File: config.mk
export PLATFORM = sky130hd
export DESIGN_NAME = clk_gate_bank
export DESIGN_NICKNAME = d
export VERILOG_FILES = /design/src/rtl/clk_gate_bank.sv
export SDC_FILE = /design/constraint.sdc
export NUM_CORES = 1
export LEC_CHECK = 0
export ABC_CLOCK_PERIOD_IN_PS = 4900
export BUFFER_PORTS_ARGS = -buffer_cell sky130_fd_sc_hd__buf_2
export CAP_MARGIN = 10
export CORE_UTILIZATION = 50
export DETAILED_ROUTE_END_ITERATION = 7
export GPL_TIMING_DRIVEN = 0
export PLACE_DENSITY = 0.77
export SYNTH_ARGS = -nofsm -noshare
export SYNTH_HDL_FRONTEND = slang
export SYNTH_SLANG_ARGS = --single-unit
File: constraint.sdc
create_clock -name CLK -period 4.9 [get_ports CLK]
set_clock_uncertainty 0.05 [all_clocks]
set_input_delay 0.49 -clock CLK [delete_from_list [all_inputs] [get_ports CLK]]
set_output_delay 0.49 -clock CLK [all_outputs]
set_load 0.01 [all_outputs]
File: src/rtl/clk_gate_bank.sv
// clk_gate_bank: NCH latch-based positive-edge clock gates, each with a hold-off counter.
// Define CLK_GATE_STATS_EN to build per-channel 16-bit gated-cycle counters behind STAT_DATA.
`timescale 1ns/1ps

module clk_gate_chan #(
    parameter int HOLD_W = 4,
    parameter bit RST_ON = 1'b1
) (
    input  logic              CLK,
    input  logic              RSTN,
    input  logic              i_req,
    input  logic              i_se,
    input  logic [HOLD_W-1:0] i_hold,
    output logic              o_gclk,
    output logic              o_off_nxt,
    output logic              o_off
);
    typedef enum logic [1:0] {S_RUN = 2'd0, S_HOLD = 2'd1, S_OFF = 2'd2} state_t;
    localparam state_t S_RST = RST_ON ? S_RUN : S_OFF;

    state_t            r_state, w_state_nxt;
    logic [HOLD_W-1:0] r_cnt, w_cnt_nxt;
    logic              r_en_lat;

    always_ff @(posedge CLK or negedge RSTN) begin
        if (!RSTN) begin
            r_state <= S_RST;
            r_cnt   <= '0;
        end else begin
            r_state <= w_state_nxt;
            r_cnt   <= w_cnt_nxt;
        end
    end

    // HOLD_CYC is only sampled on entry to HOLD; after that the private count runs down.
    always_comb begin
        w_state_nxt = r_state;
        w_cnt_nxt   = r_cnt;
        case (r_state)
            S_RUN: begin
                if (!i_req) begin
                    if (i_hold == '0) begin
                        w_state_nxt = S_OFF;
                    end else begin
                        w_state_nxt = S_HOLD;
                        w_cnt_nxt   = i_hold - 1'b1;
                    end
                end
            end
            S_HOLD: begin
                if (i_req)              w_state_nxt = S_RUN;
                else if (r_cnt == '0)   w_state_nxt = S_OFF;
                else                    w_cnt_nxt   = r_cnt - 1'b1;
            end
            S_OFF: begin
                if (i_req) w_state_nxt = S_RUN;
            end
            default: w_state_nxt = S_RST;
        endcase
    end

    // SE at the latch input lets scan take over within the current low phase.
    always_latch begin
        if (!RSTN)     r_en_lat <= RST_ON;
        else if (!CLK) r_en_lat <= (r_state != S_OFF) | i_se;
    end

    assign o_gclk    = CLK & r_en_lat;
    assign o_off_nxt = (w_state_nxt == S_OFF);
    assign o_off     = (r_state == S_OFF);
endmodule

module clk_gate_bank #(
    parameter int NCH    = 4,
    parameter int HOLD_W = 4,
    parameter bit RST_ON = 1'b1
) (
    input  logic                  CLK,
    input  logic                  RSTN,
    input  logic [NCH-1:0]        E,
    input  logic                  SE,
    input  logic [NCH*HOLD_W-1:0] HOLD_CYC,
    output logic [NCH-1:0]        GCLK,
    output logic [NCH-1:0]        GATED,
    output logic                  IDLE_ALL,
    input  logic [4:0]            STAT_SEL,
    input  logic                  STAT_CLR,
    output logic [15:0]           STAT_DATA
);
    logic [NCH-1:0] w_off_nxt, w_off;
    logic [NCH-1:0] r_gated;
    logic           r_idle;

    for (genvar gi = 0; gi < NCH; gi++) begin : g_ch
        clk_gate_chan #(.HOLD_W(HOLD_W), .RST_ON(RST_ON)) u_ch (
            .CLK       (CLK),
            .RSTN      (RSTN),
            .i_req     (E[gi] | SE),
            .i_se      (SE),
            .i_hold    (HOLD_CYC[gi*HOLD_W +: HOLD_W]),
            .o_gclk    (GCLK[gi]),
            .o_off_nxt (w_off_nxt[gi]),
            .o_off     (w_off[gi])
        );
    end

    // Registered from next-state so GATED changes on the same edge as the channel state.
    always_ff @(posedge CLK or negedge RSTN) begin
        if (!RSTN) begin
            r_gated <= {NCH{~RST_ON}};
            r_idle  <= ~RST_ON;
        end else begin
            r_gated <= w_off_nxt;
            r_idle  <= &w_off_nxt;
        end
    end

    assign GATED    = r_gated;
    assign IDLE_ALL = r_idle;

`ifdef CLK_GATE_STATS_EN
    logic [15:0] r_stat [NCH];
    logic [15:0] w_stat_ext [32];

    always_ff @(posedge CLK or negedge RSTN) begin
        if (!RSTN) begin
            for (int i = 0; i < NCH; i++) r_stat[i] <= '0;
        end else if (STAT_CLR) begin
            for (int i = 0; i < NCH; i++) r_stat[i] <= '0;
        end else begin
            for (int i = 0; i < NCH; i++)
                if (w_off[i] && r_stat[i] != 16'hFFFF) r_stat[i] <= r_stat[i] + 16'd1;
        end
    end

    // Padding to the full 5-bit select range makes out-of-range selects read zero.
    for (genvar gi = 0; gi < 32; gi++) begin : g_ext
        if (gi < NCH) begin : g_used
            assign w_stat_ext[gi] = r_stat[gi];
        end else begin : g_pad
            assign w_stat_ext[gi] = 16'h0;
        end
    end

    assign STAT_DATA = w_stat_ext[STAT_SEL];
`else
    logic w_unused;
    assign w_unused  = ^{STAT_SEL, STAT_CLR, w_off};
    assign STAT_DATA = 16'h0;
`endif
endmodule
After elaboration in Yosys (flattened, before gate mapping):

Cells that the tools add are included.

* register bits after elaboration: 29
* latch bits: 4
* input port bits: 29
* output and inout port bits: 25
* word-level logic and storage cells: 141

* add/subtract/negate cells: 8
* equal/unequal tests: 32
* muxes and demuxes: 54
* bitwise operators: 12
* reduce and logical (&&, ||, !) cells: 21

Operators by type and width (count)
* 2-to-1 mux 4 bit: 16
* 2-to-1 mux 2 bit: 20
* != test 2 bit, second input constant: 20
* logical NOT 4 bit: 8
* case mux 4 bit (2 select lines): 4
* subtractor 4 x 1 -> 4 bit, second input constant: 8
* case mux 2 bit (3 select lines): 4
* AND reduction 5 bit: 4
* equality test 2 bit, second input constant: 8
* 2-to-1 mux 1 bit: 10
* equality test 2 x 1 -> 1 bit, second input constant: 4
* logical NOT 2 bit: 4
* bitwise OR 1 bit: 8
* nonzero test 2 bit: 4
* AND 1 bit: 4
* AND reduction 4 bit: 1

Depth between registers and ports, before layout:

Gate-level depths: netlist of the first run.

* depth in word-level cells: 6
* mapped depth: 8
* mapped depth without buffers: 7

Cells and area by module:

Synthesis of the first run repeated with hierarchy kept, for this count alone.

* cells, all modules: 187
* area total of the unflattened synthesis: 2044.5 µm²

By module, submodules not included
* clk_gate_chan: times used 4, cells each 40, area an instance 440.4 µm², seq. area each 150.1 µm²
* clk_gate_bank: times used 1, cells each 27, area an instance 282.8 µm², seq. area each 125.1 µm²

==> results of run 1 <==
worst min-delay path, delay by kind of cell:
kind	cells	cell delay, ps
buf+inv	5	2210
area by class of cell:
| type | instances | area, µm² |
|---|---|---|
| buffer | 25 | 176 |
| tap | 48 | 60.1 |
| clock inverter | 2 | 10.0 |
| clock buffer | 29 | 344 |
| inverter | 7 | 26.3 |
| multi-input combinational | 152 | 1020 |
| fill | 288 | 1120 |
| timing repair buffer | 31 | 170 |
| sequential | 33 | 786 |
layer usage:
layer,global-route usage,share of wire,vias up
li1,-,-,871
met1,0.343,0.39,874
met2,0.392,0.47,110
met3,0.188,0.086,28
met4,0.261,0.044,0
met5,0,0,-
stage by stage:
stage | setup slack, ps | utilization | total power (µW) | hold WS [ps]
floorplan | 1400 | - | 597 | -2010
global placement | 888 | 0.599 | 672 | -1660
detailed placement | 877 | 0.599 | 681 | -1660
CTS | 613 | 0.697 | 1280 | 38.1
global route | 368 | 0.698 | 1370 | 108
finish | 641 | 0.698 | 1270 | -31.4
final timing paths:
kind	startpoint	slack, ps	cells after the start	end
max in group asynchronous	RSTN	2530	5	g_ch[2].u_ch.r_cnt[2]
max in group gated	RSTN	2170	5	clock gate
min in group CLK	E[3]	130	2	GATED[3]
min in group asynchronous	RSTN	890	3	g_ch[0].u_ch.r_state[0]
max	RSTN	640	5	g_ch[2].u_ch.r_en_lat
min reg2reg	g_ch[2].u_ch.r_state[1]	430	1	g_ch[2].u_ch.r_en_lat
min	RSTN	-30	5	clock gate
max reg2reg	g_ch[1].u_ch.r_state[0]	1630	2	g_ch[1].u_ch.r_en_lat
flip-flops by register name, summed over array words and instances, names as in the netlist:
| signal | cells |
|---|---|
| g_ch.u_ch.r_en_lat | 4 |
| g_ch.u_ch.r_cnt | 16 |
| g_ch.u_ch.r_state | 8 |
| IDLE_ALL | 1 |
| GATED | 4 |
timing repair:
action / in CTS / in global routing
setup buffers: 0 / 0
hold buffers: 3 / 1
setup endpoints to repair: 0 / 0
endpoints found under the hold margin: 24 / 1
cell usage in the layout (no fill, tap or decap), drive strengths merged, types with 5 or more instances in the layout:
cell,instances
clkbuf,29
nor2b,6
conb,16
nor4,7
inv,7
buf,53
o21ai,6
nand2,10
a21oi,10
or4,5
and2,5
dfrtp,29
a211oi,5
nor2,9
mux2i,12
nor3,10
power by group:
group | total, µW | internal, µW | leakage, µW | switching, µW
combinational | 202 | 101 | 0.000614 | 101
sequential | 368 | 305 | 0.000396 | 62.2
clock | 700 | 467 | 0.000223 | 232
total | 1270 | 874 | 0.00123 | 396
kinds of logic (layout without fill, tap and decap cells):
family / count (synthesis) / after routing / synth area share
simple gates: 74 / 74 / 0.222
compound gates: 42 / 42 / 0.158
buf+inv: 32 / 94 / 0.104
flops: 29 / 29 / 0.372
mux: 16 / 16 / 0.0865
fa+ha+maj: 4 / 4 / 0.0256
latches: 4 / 4 / 0.0308
other cells: 1 / 16 / 0.00192
==> run summary, run 1 <==
run status: finished with violations
violated checks: negative hold slack
Post-DP Area: 2220 µm²
Design Area, Final: 2590 µm²
Clk Latency, worst-skew pair: 500 ps
worst path bufs/invs: 3
Setup Crit Path Kind: in2latch
First-pass DRT Iterations: 6
startpoint types: primary input
crit-path leading delay family: buffers and inverters
placed instance count: 296
die extent in x: 64.5 µm
GPL Wtd Cong: 0.859
count leader, synth: dfrtp_1
dpl hpwl: 2860 µm
vias per cell: 5.76
Peak VDD IR: 0.260 mV
Post-synth top cells: 29 x dfrtp_1, 20 x buf_4, 12 x mux2i_1
global-route wire length before repair: 9550 µm
GRT Util Overall: 0.304
Avg WL per Cell: 15.3 µm
Slowest-stage cell, CP: dlygate4sd3_1
Initial Utilization: 0.526
Worst EP required: 2970 ps
CP dominant cell by count: dlygate4sd3_1
endpoints failing setup: 0
Crit. End Element: latch
Die Ht: 64.5 µm
Fin. Hold Viols: 1
PD cells: 489 nW/µm²
vias in the first global route: 1936
Vias: 1883
final net count: 310
die area: 4160 µm²
layout cells sized above 1: 0.323
Max-Cap Viols: 0
YS warnings: 0
Slew @ Worst Pin: 691 ps
Post-synth EDFFs: 0
antenna violations before repair: 0
grt total ovfl: 0
cell chain of the critical path: dlygate4sd3_1 > dlygate4sd3_1 > buf_2 > nor2b_1 > nand3b_1
WL final: 5020 µm
Top Ports: 54
Most used DFF post-synth: dfrtp_1
I/O Buffers: 31
TritonCTS clock tree: yes
synthesized instance count: 202
Layout area overhead: 32.8%
final antenna-violating net count: 0
Antenna Cells: 0
CP Max Fanout: 8
post-synthesis register bit count: 33
count of pins over their slew limit: 0
Syn Area/Cell: 9.67 µm²
DRC: 0
HP Class: in2gate
P_leak: 0.00123 µW
max incr delay on CP: 550 ps
Synth area leader: dfrtp_1
final hold slack: -31.4 ps
share of the synthesized area in the top cell type: 0.372
RSZ-0062 raised after global routing: no
Post-Syn Area: 1950 µm²
Synth area leaders: dfrtp_1 37%, buf_4 7.7%, mux2i_1 6.1%
row count: 22
asr flop ratio synth: 0.879
Data arrival, critical path: 2330 ps
CTS resizes: 0
Core ar.: 3720 µm²
non-filler cells, final: 327
Total Neg Setup Slack: 0 ps
Worst-path clk slew: 30 ps
Max-slew headroom: 0.535
1st-iter DRT viols: 329
number of distinct library cells after synthesis: 48
largest net degree at the start of global routing: 25
No activity file was read; power rests on OpenSTA's default activity.
==> run 2: changes to the inputs <==
CTS_BUF_LIST = sky130_fd_sc_hd__clkbuf_2   (was not set)
==> run summary, run 2 (synthesized netlist as in run 1, its figures left out) <==
count of pins over their slew limit: 0
DRC: 0
Worst-path clk slew: 50 ps
1st-iter DRT viols: 234
max incr delay on CP: 270 ps
startpoint types: latch
CTS resizes: 0
Antenna Cells: 0
most common cell after layout, fill and taps aside: buf_2
RSZ-0062 raised after global routing: no
vias in the first global route: 1750
Core ar.: 3720 µm²
row count: 22
global-route wire length before repair: 8110 µm
commonest cells after routing, fill and taps aside: 31 x buf_2, 29 x dfrtp_1, 26 x clkbuf_2, 20 x buf_4, 16 x conb_1
layout cells sized above 1: 0.330
Clk Latency, worst-skew pair: 460 ps
First-pass DRT Iterations: 4
die extent in x: 64.5 µm
endpoints failing setup: 0
die area: 4160 µm²
largest net degree at the start of global routing: 23
Die Ht: 64.5 µm
Design Area, Final: 2390 µm²
max reg flops: 16
Largest regs: g_ch.u_ch.r_cnt x16, g_ch.u_ch.r_state x8
Worst EP required: 4360 ps
crit-path leading delay family: latches
Reg with most FFs: g_ch.u_ch.r_cnt
Avg WL per Cell: 12.8 µm
cell chain of the critical path: and2_1 > buf_4 > buf_2
Slowest-stage cell, CP: dlxtp_1
grt total ovfl: 0
Final Util: 0.644
P_leak: 0.00117 µW
Crit. End Element: primary output
Setup Crit Path Kind: latch2out
final net count: 310
I/O Buffers: 31
dpl hpwl: 2860 µm
Layout area overhead: 22.6%
WL final: 4190 µm
GPL Wtd Cong: 0.859
Data arrival, critical path: 3610 ps
worst path bufs/invs: 2
Total Neg Setup Slack: 0 ps
antenna violations before repair: 0
final antenna-violating net count: 0
HP Class: in2gate
PD cells: 399 nW/µm²
Fin. Hold Viols: 0
vias per cell: 5.36
Filler cells: 323
Peak VDD IR: 0.218 mV
Slew @ Worst Pin: 685 ps
Top Ports: 54
Design Power: 955 µW
GRT Util Overall: 0.252
Initial Utilization: 0.526
Max-Cap Viols: 0
post-CTS setup buffer count: 0
Post-DP Area: 2220 µm²
Max-slew headroom: 0.539
TritonCTS clock tree: yes
CP Max Fanout: 1
Vias: 1753
run status: finished clean
## run 2: layout make-up
type	count	area, µm²	share of cell area
buffer	25	176	0.0737
sequential	33	786	0.328
inverter	7	26.3	0.0110
clock buffer	30	150	0.0627
timing repair buffer	30	165	0.0690
clock inverter	2	10.0	0.00418
multi-input combinational	152	1020	0.426
tap	48	60.1	0.0251
## run 2: per-layer routing
layer  up-vias  wire length [µm]  GRT usage
li1        868                 -          -
met1       808              1810      0.300
met2        66              2010      0.387
met3        11               286      0.104
met4         0                89      0.125
met5         -                 0     0.0278
## run 2: repair_timing
item,4_1_cts,5_1_grt
hold buffers,3,0
endpoints found under the setup margin,0,0
hold endpoints to repair,10,0
## run 2: stage by stage
step                      std cells  setup WS, ps  hold WS [ps]
after global placement          296           888         -1660
final                           327           745          28.1
after global routing            327           607           136
after detailed placement        296           877         -1660
after floorplan                 217          1400         -2010
after CTS                       327           729          13.2
## run 2: path summary, 6_finish.rpt
kind,start,endpoint,slack [ps],depth (start not counted)
max in group gated,RSTN,clock gate,2080,4
setup / recovery,g_ch[1].u_ch.r_en_lat,GCLK[1],750,3
hold / removal,RSTN,clock gate,30,4
setup reg to reg,g_ch[1].u_ch.r_state[0],g_ch[1].u_ch.r_en_lat,1620,2
hold reg to reg,g_ch[2].u_ch.r_cnt[3],g_ch[2].u_ch.r_cnt[3],480,1
max in group asynchronous,RSTN,g_ch[3].u_ch.r_cnt[3],2450,4
min in group CLK,E[3],GATED[3],150,2
min in group asynchronous,RSTN,g_ch[2].u_ch.r_cnt[2],450,2
## run 2: where the power goes
group	internal (µW)	total, µW	switching [µW]
logic	101	197	96.6
clock network	213	393	180
registers	304	364	59.9
## run 2: worst reg2reg max path, delay by kind of cell, from the launching register on
family / cells / cell delay, ps
buf+inv: 1 / 290
flops: 1 / 360
simple gates: 1 / 150
==> run 3: changes to the inputs <==
ABC_CLOCK_PERIOD_IN_PS = 4150   (was 4900)
clock period = 4.15 ns   (was 4.9 ns; I/O delays follow)
==> run summary, run 3 (synthesized netlist as in run 1, its figures left out) <==
worst path bufs/invs: 2
crit-path leading delay family: latches
Core ar.: 3720 µm²
post-CTS setup buffer count: 0
row count: 22
final net count: 311
Seq. cell area: 786 µm²
Reg with most FFs: g_ch.u_ch.r_cnt
HP Class: in2reg
DRC: 1
Post-DP Area: 2220 µm²
final antenna-violating net count: 0
largest net degree at the start of global routing: 31
Avg WL per Cell: 12.8 µm
WL final: 4180 µm
Largest regs: g_ch.u_ch.r_cnt x16, g_ch.u_ch.r_state x8
endpoints failing setup: 0
GPL Wtd Cong: 0.859
Slowest-stage cell, CP: dlxtp_1
1st-iter DRT viols: 211
max incr delay on CP: 260 ps
grt total ovfl: 0
Slew @ Worst Pin: 730 ps
vias in the first global route: 1783
cell chain of the critical path: and2_1 > buf_4 > buf_2
commonest cells after routing, fill and taps aside: 31 x buf_2, 29 x dfrtp_1, 26 x clkbuf_2, 20 x buf_4, 16 x conb_1
Worst EP required: 3680 ps
Clk Latency, worst-skew pair: 450 ps
Total Neg Setup Slack: 0 ps
area of the multi-input gates: 1020 µm²
vias per cell: 5.39
die extent in x: 64.5 µm
die area: 4160 µm²
Antenna Cells: 0
violated checks: design-rule violations
antenna violations before repair: 0
startpoint types: latch
Vias: 1768
most common cell after layout, fill and taps aside: buf_2
Peak VDD IR: 0.257 mV
I/O Buffers: 31
Die Ht: 64.5 µm
Max-slew headroom: 0.509
CP Max Fanout: 1
Fin. Hold Viols: 0
layout cells sized above 1: 0.332
dpl hpwl: 2860 µm
Design Area, Final: 2410 µm²
PD cells: 468 nW/µm²
Top Ports: 54
RSZ-0062 raised after global routing: no
GRT Util Overall: 0.231
Max-Cap Viols: 0
Initial Utilization: 0.526
Data arrival, critical path: 3230 ps
run status: finished with violations
Crit. End Element: primary output
final hold slack: 71.6 ps
max reg flops: 16
P_leak: 0.00118 µW
Filler cells: 319
global-route wire length before repair: 7670 µm
TritonCTS clock tree: yes
First-pass DRT Iterations: 7
count of pins over their slew limit: 0
Worst-path clk slew: 160 ps
Final Util: 0.650
Layout area overhead: 23.6%
Setup Crit Path Kind: latch2out
[run 3: cell count changes in the layout (fill, tap and decap cells not counted)]
| cell | change |
|---|---|
| buf_12 | +1 |
[run 3: through the flow]
stage                     total power [µW]  std cells  setup slack [ps]
after floorplan                        705        217              1100
after global placement                 793        296               588
after detailed placement               804        296               577
after CTS                             1140        328               441
after global routing                  1240        328               326
final                                 1130        328               457
[run 3: what timing repair did]
item,4_1_cts,5_1_grt
hold endpoints to repair,30,0
hold buffers,4,0
gates resized for setup,0,0
[run 3: final timing paths]
kind / start / end / slack (ps) / cells past startpoint
min in group gated: RSTN / clock gate / 140 / 5
hold reg to reg: g_ch[2].u_ch.r_cnt[3] / g_ch[2].u_ch.r_cnt[3] / 480 / 1
hold / removal: E[3] / GATED[3] / 70 / 2
setup / recovery: g_ch[1].u_ch.r_en_lat / GCLK[1] / 460 / 3
max in group asynchronous: RSTN / g_ch[0].u_ch.r_cnt[3] / 2880 / 4
max in group gated: RSTN / clock gate / 1820 / 5
setup reg to reg: g_ch[1].u_ch.r_state[0] / g_ch[1].u_ch.r_en_lat / 1250 / 2
min in group asynchronous: RSTN / g_ch[0].u_ch.r_state[1] / 990 / 4
[run 3: layout make-up]
class | count | area share
tap | 48 | 0.0249
clock inverter | 2 | 0.00415
inverter | 7 | 0.0109
sequential | 33 | 0.325
timing repair buffer | 31 | 0.0767
clock buffer | 30 | 0.0622
multi-input combinational | 152 | 0.423
buffer | 25 | 0.0731
[run 3: where the power goes]
part,switching [µW],internal [µW]
clock network,213,252
registers,69.8,360
logic,115,121
[run 3: metal layers]
layer  part of all wire  vias up  global-route usage
li1                   -      871                   -
met2               0.49       73               0.351
met1               0.43      816               0.256
met4              0.018        0               0.122
met5                  0        -                   0
met3              0.064        8               0.127
